--- config.mk ---
export PLATFORM = sky130hd
export DESIGN_NAME = status_flags_unit
export DESIGN_NICKNAME = d
export VERILOG_FILES = /design/src/rtl/status_flags_unit.sv
export SDC_FILE = /design/constraint.sdc
export NUM_CORES = 1
export LEC_CHECK = 0
export ABC_AREA = 1
export CAP_MARGIN = 0
export CORE_MARGIN = 5
export CORE_UTILIZATION = 40
export DETAILED_ROUTE_END_ITERATION = 7
export PLACE_DENSITY_LB_ADDON = 0.15
export SETUP_SLACK_MARGIN = 0.02
export SLEW_MARGIN = 5
export SYNTH_ARGS = -nofsm -noshare
export SYNTH_HDL_FRONTEND = slang
export SYNTH_SLANG_ARGS = --single-unit
export TNS_END_PERCENT = 30
--- constraint.sdc ---
create_clock -name clock_i -period 2.35 [get_ports clock_i]
set_clock_uncertainty 0.05 [all_clocks]
set_input_delay 0.235 -clock clock_i [delete_from_list [all_inputs] [get_ports clock_i]]
set_output_delay 0.235 -clock clock_i [all_outputs]
set_load 0.1 [all_outputs]
--- src/rtl/status_flags_unit.sv ---
// ============================================================================
//  Module   : status_flags_unit
//  Purpose  : Z/N/C/V status register with sticky overflow and a LIFO flag stack
//  Revision : 1.0  initial release
// ============================================================================
`default_nettype none

module status_flags_unit #(
   parameter int DATA_W      = 16,
   parameter int STACK_DEPTH = 4,
   parameter int SP_W        = 3
) (
   input  logic              clock_i,
   input  logic              reset_i,
   input  logic              valid_i,
   input  logic [3:0]        opc_i,
   input  logic [DATA_W:0]   alu_ans_i,
   input  logic              alu_ovf_i,
   input  logic [DATA_W-1:0] hi_ans_i,
   input  logic [DATA_W-1:0] lo_ans_i,
   input  logic              sr_wr_en_i,
   input  logic [15:0]       sr_wr_data_i,
   input  logic              push_i,
   input  logic              pop_i,
   input  logic              clr_sticky_i,
   output logic [15:0]       sr_out_o,
   output logic [SP_W-1:0]   stk_level_o,
   output logic              stk_full_o,
   output logic              stk_empty_o
);

   // flags_q = {SV, Z, N, C, V}
   logic [4:0]      flags_q, flags_d;
   logic            err_q, err_d;
   logic [SP_W-1:0] level_q, level_d;
   logic [4:0]      stk_q [STACK_DEPTH];

   logic            full_w, empty_w, push_ok_w, pop_ok_w, err_w, upd_en_w;
   logic [4:0]      pop_data_w;
   logic            z_w, n_w, c_w, v_w;
   logic [DATA_W-1:0] res_w;
   logic            unused_wr_bits;

   assign unused_wr_bits = ^sr_wr_data_i[15:5];

   assign full_w    = (level_q == SP_W'(STACK_DEPTH));
   assign empty_w   = (level_q == '0);
   assign push_ok_w = push_i && !pop_i && !full_w;
   assign pop_ok_w  = pop_i && !push_i && !empty_w;
   assign err_w     = (push_i && pop_i) || (push_i && !pop_i && full_w)
                    || (pop_i && !push_i && empty_w);
   assign res_w     = alu_ans_i[DATA_W-1:0];
   assign upd_en_w  = valid_i && ((opc_i <= 4'd5) || (opc_i == 4'd10));

   always_comb begin
      pop_data_w = '0;
      for (int i = 0; i < STACK_DEPTH; i++) begin
         if (level_q - SP_W'(1) == SP_W'(i)) pop_data_w = stk_q[i];
      end
   end

   always_comb begin
      z_w = flags_q[3];
      n_w = flags_q[2];
      c_w = flags_q[1];
      v_w = flags_q[0];
      if (opc_i <= 4'd5) begin
         z_w = (res_w == '0);
         n_w = res_w[DATA_W-1];
         v_w = alu_ovf_i;
         if (opc_i <= 4'd1) c_w = alu_ans_i[DATA_W];
      end else if (opc_i == 4'd10) begin
         z_w = (hi_ans_i == '0) && (lo_ans_i == '0);
         n_w = hi_ans_i[DATA_W-1];
         v_w = (hi_ans_i != {DATA_W{lo_ans_i[DATA_W-1]}});
      end
   end

   // Flag write priority: software write, then pop restore, then result update
   always_comb begin
      flags_d    = flags_q;
      flags_d[4] = clr_sticky_i ? 1'b0 : flags_q[4];
      if (sr_wr_en_i) begin
         flags_d = sr_wr_data_i[4:0];
      end else if (pop_ok_w) begin
         flags_d = pop_data_w;
      end else if (upd_en_w) begin
         flags_d[3:0] = {z_w, n_w, c_w, v_w};
         if (v_w) flags_d[4] = 1'b1;
      end
      err_d   = err_w || (err_q && !clr_sticky_i);
      level_d = level_q;
      if (push_ok_w)     level_d = level_q + SP_W'(1);
      else if (pop_ok_w) level_d = level_q - SP_W'(1);
   end

   always_ff @(posedge clock_i) begin
      if (reset_i) begin
         flags_q <= '0;
         err_q   <= 1'b0;
         level_q <= '0;
      end else begin
         flags_q <= flags_d;
         err_q   <= err_d;
         level_q <= level_d;
      end
   end

   // Stack storage needs no reset: the level counter defines which entries are live
   always_ff @(posedge clock_i) begin
      for (int i = 0; i < STACK_DEPTH; i++) begin
         if (push_ok_w && (level_q == SP_W'(i))) stk_q[i] <= flags_q;
      end
   end

   assign sr_out_o    = {10'b0, err_q, flags_q};
   assign stk_level_o = level_q;
   assign stk_full_o  = full_w;
   assign stk_empty_o = empty_w;

endmodule

`default_nettype wire
==> qor.log <==
INFO  cts            tritoncts.num_buffers=5
INFO  synth          synth.ff_latch_count=29
INFO  power          power_report.internal_total=1.11mW
INFO  worst_hold_path worstHoldStart=err_q
INFO  cts            cts_hold_buf=0
INFO  final_layout   utilization=59.8%
INFO  setup_path     cp.required=2.47ns
INFO  placed_design  place_worst_setup_slack=0.433ns
INFO  setup_path     cp_max_fo=9
INFO  timing         period_utilisation_layout=82.3%
INFO  placed_design  placedCellCount=414
INFO  final_layout   num-nets-final=439
INFO  final_layout   area.sequential=783squm
INFO  setup_path     critical-path-slowest-cell=dfxtp_2
INFO  routing        post_drt_wl_per_cell=11.5microns
INFO  flow_run       cap_viol_max_count=0
INFO  floorplan      top_level_ports=98
INFO  routing        detail_route.drc_violations=0
INFO  routing        wirelength=4850microns
INFO  grt            grt_max_degree=11
INFO  synth          seq_area_frac_synth=40.0%
INFO  final_layout   finalInstanceArea=2820squm
INFO  cts            ctsLongestPathBuffers=2
INFO  synth          netlist.top_cell.by_area=edfxtp_1
INFO  setup_path     cp-startpoint=stk_level_o[0]
INFO  grt            grt_pass1_vias=1898
INFO  cts            insertion_delay=0.28ns
INFO  power          leakage=1.27nW
INFO  setup_path     crit_path_max_cell_delay=0.40ns
INFO  power          clock_group_share_of_total_power=19.4%
INFO  power          combinationalPowerShare=48.6%
INFO  power          power.net_switching=0.924mW
INFO  timing         final-max-slew-violation-count=0
INFO  final_layout   diodes=0
INFO  routing        detailroute.via_count=1887
INFO  power          peak_vdd_ir=0.289mV
INFO  floorplan      start_util=41.3%
INFO  setup_path     endpoint=flags_q[3]
INFO  timing         finalCriticalPeriod=1.93ns
INFO  setup_path     rr_endpoint=flags_q[3]
INFO  synth          synthesis.area_per_instance=7.20squm
INFO  power          power.share.switching=45.5%
INFO  synth          number_of_synthesized_flops_with_an_enable_pin=20
INFO  final_layout   multiInputGateArea=991squm
INFO  routing        drt_pre_antenna_iters=4
INFO  final_layout   final_cell_count_no_fill=422
INFO  grt            overflow=0
INFO  timing         grt_setup_unrepaired=no
INFO  setup_path     worst_setup_path_end_kind=register
INFO  floorplan      row_count=25
INFO  routing        drt-initial-drc-count=63
INFO  power          seqPwrFrac=32.0%
INFO  timing         finalSetupViolations=0
INFO  setup_path     setup_crit_path_kind=register to register
INFO  final_layout   post_route_cells_drive_above_1_share=11.5%
INFO  synth          synth.lib_cells_used.distinct=27
INFO  final_layout   final.fill_count=465
INFO  cts            tritoncts_clock_tree=built
INFO  worst_hold_path hp-class=register to register
INFO  floorplan      die_w=79.8microns
INFO  timing         timing.setup.tns=0ns
INFO  grt            grt_use_total=16.4%
INFO  setup_path     timing.rr.start=stk_level_o[0]
INFO  cts            cts-htree-levels=2
INFO  cts            cts.sinks=29
INFO  setup_path     setup.reg_to_reg.worst_slack=0.42ns
INFO  floorplan      die_height=79.8microns
INFO  placed_design  place.detailed.hpwl=4170microns
INFO  synth          synth_top_area_share=30.8%
INFO  placed_design  gp_routability_congestion=0.754
INFO  synth          synth_top_cells_by_count=nand2_1, nor2_1, inv_1, edfxtp_1, nand3_1
INFO  cts            cts.clk_slew.worst_paths=0.06ns
INFO  routing        vias_per_cell=4.47
INFO  grt            grt_antenna_before_repair=0
INFO  timing         fmaxAchievable=517MHz
INFO  synth          post-synth-top-count-cell=nand2_1
INFO  floorplan      core_region_area=4720squm
INFO  setup_path     critical_path.cell_chain=inv_1 > ha_1 > xnor2_1 > nand2_2 > o21ai_1 > inv_1 > nand2_1 > nand2_1 > a21oi_1 > nor2_1
INFO  power          p_per_area=720nW/um^2
INFO  setup_path     timing.critical_path.from_type=register
INFO  synth          synth-warning-count=0
INFO  synth          synthCells=271
INFO  floorplan      fp.dieArea=6370squm
INFO  placed_design  post_dp_cell_area=2740squm
INFO  final_layout   area_growth_syn_to_layout=44.7%
INFO  timing         final.setup.worst_slack=0.417ns
INFO  routing        postRouteAntennaNets=0
INFO  synth          ys_async_rst_share=0%
INFO  cts            clock_root_cell=clkbuf_8
INFO  status         run_status=complete, no violations
INFO  setup_path     r2r_cells=10
INFO  synth          synth_area_leaders=edfxtp_1, nand2_1, dfxtp_1, nor2_1, inv_1
INFO  cts            post_cts_resize_count=0
INFO  synth          yosys_most_used_dff=edfxtp_1
INFO  timing         timing_hold_violations_final=0
INFO  synth          post_synth_instance_area=1950squm
INFO  placed_design  number_of_port_buffers=76
INFO  grt            grt_pass1_wl=8160microns
INFO  cts            post-cts-setup-buffer-count=0
INFO  setup_path     cp_data_arrival_time=2.05ns
[worst min-delay path by stage]
stage          cells past startpoint              to
6_report                           2           err_q
5_1_grt                            2           err_q
4_1_cts                            2           err_q
3_5_place_dp                       2           err_q
3_3_place_gp                       2           err_q
2_1_floorplan                      1  stk_level_o[1]
[area by class of cell]
type                            count  area share (%)
Clock inverter                      3           0.621
Inverter                           34            4.61
Tap cell                           67            2.97
Sequential cell                    29            27.7
Clock buffer                        5            2.44
Multi-Input combinational cell    206            35.1
Timing Repair Buffer               78            26.5
[state kept, by name, summed over array words and instances, names as in the netlist]
| name | count |
|---|---|
| stk_q | 20 |
| flags_q | 5 |
| stk_level_o | 3 |
| err_q | 1 |
[power by group through the flow]
stage               clock network, mW  logic, mW  registers, mW
floorplan                           0      0.591          0.809
global placement                    0      0.989          0.661
detailed placement                  0      0.994          0.663
CTS                             0.405      0.996          0.652
global route                    0.428       1.08          0.661
finish                          0.393      0.989          0.651
[worst max-delay path: cells and delay by family, from the launching register on]
family	cells	cell delay, ns
compound gates	2	0.28
xor+xnor	1	0.31
fa+ha+maj	1	0.27
buf+inv	2	0.15
flops	1	0.40
simple gates	4	0.37
[through the flow]
step	total power, mW	hold slack (ns)
floorplan	1.40	0.247
global placement	1.65	0.409
detailed placement	1.66	0.422
CTS	2.05	0.437
global route	2.17	0.461
finish	2.03	0.432
[cells by family (layout without fill, tap and decap cells)]
logic type | Yosys count | after routing | synth area share [%]
XOR/XNOR | 1 | 1 | 0.449
AND/OR/NAND/NOR | 162 | 162 | 36.0
adder cells (fa/ha/maj) | 8 | 8 | 5.13
other | 1 | 10 | 0.192
flip-flops | 29 | 29 | 40.0
AO/OA/AOI/OAI | 25 | 25 | 7.25
buffers and inverters | 45 | 120 | 10.9
[cell usage in the layout, fill, tap and decap left out]
cell type | synthesis | final
a21oi_1 | 9 | 9
a21oi_2 | 3 | 3
and2_1 | 2 | 2
buf_4 | 11 | 13
clkbuf_8 | 0 | 5
clkdlybuf4s50_1 | 0 | 65
clkinv_2 | 0 | 2
clkinvlp_4 | 0 | 1
conb_1 | 1 | 10
dfxtp_1 | 9 | 7
dfxtp_2 | 0 | 2
edfxtp_1 | 20 | 20
ha_1 | 8 | 8
inv_1 | 27 | 27
inv_2 | 6 | 6
inv_4 | 1 | 1
nand2_1 | 83 | 83
nand2_2 | 3 | 3
nand2_4 | 2 | 2
nand3_1 | 13 | 13
nand3b_1 | 1 | 1
nand4_1 | 5 | 5
nor2_1 | 48 | 48
nor2_4 | 2 | 2
nor2_8 | 1 | 1
nor3_1 | 1 | 1
o211ai_1 | 1 | 1
o21ai_0 | 8 | 8
o21ai_1 | 2 | 2
o22ai_1 | 2 | 2
or2_0 | 1 | 1
xnor2_1 | 1 | 1
[metal layers]
| layer | routed length (microns) | track usage (%) | share of wire [%] |
|---|---|---|---|
| met3 | 507 | 6.88 | 10 |
| met1 | 1870 | 17.9 | 38 |
| met5 | 0 | 0 | 0 |
| met4 | 70 | 6.76 | 1.4 |
| met2 | 2410 | 28.0 | 50 |
Power figures use the tool's default switching activity.
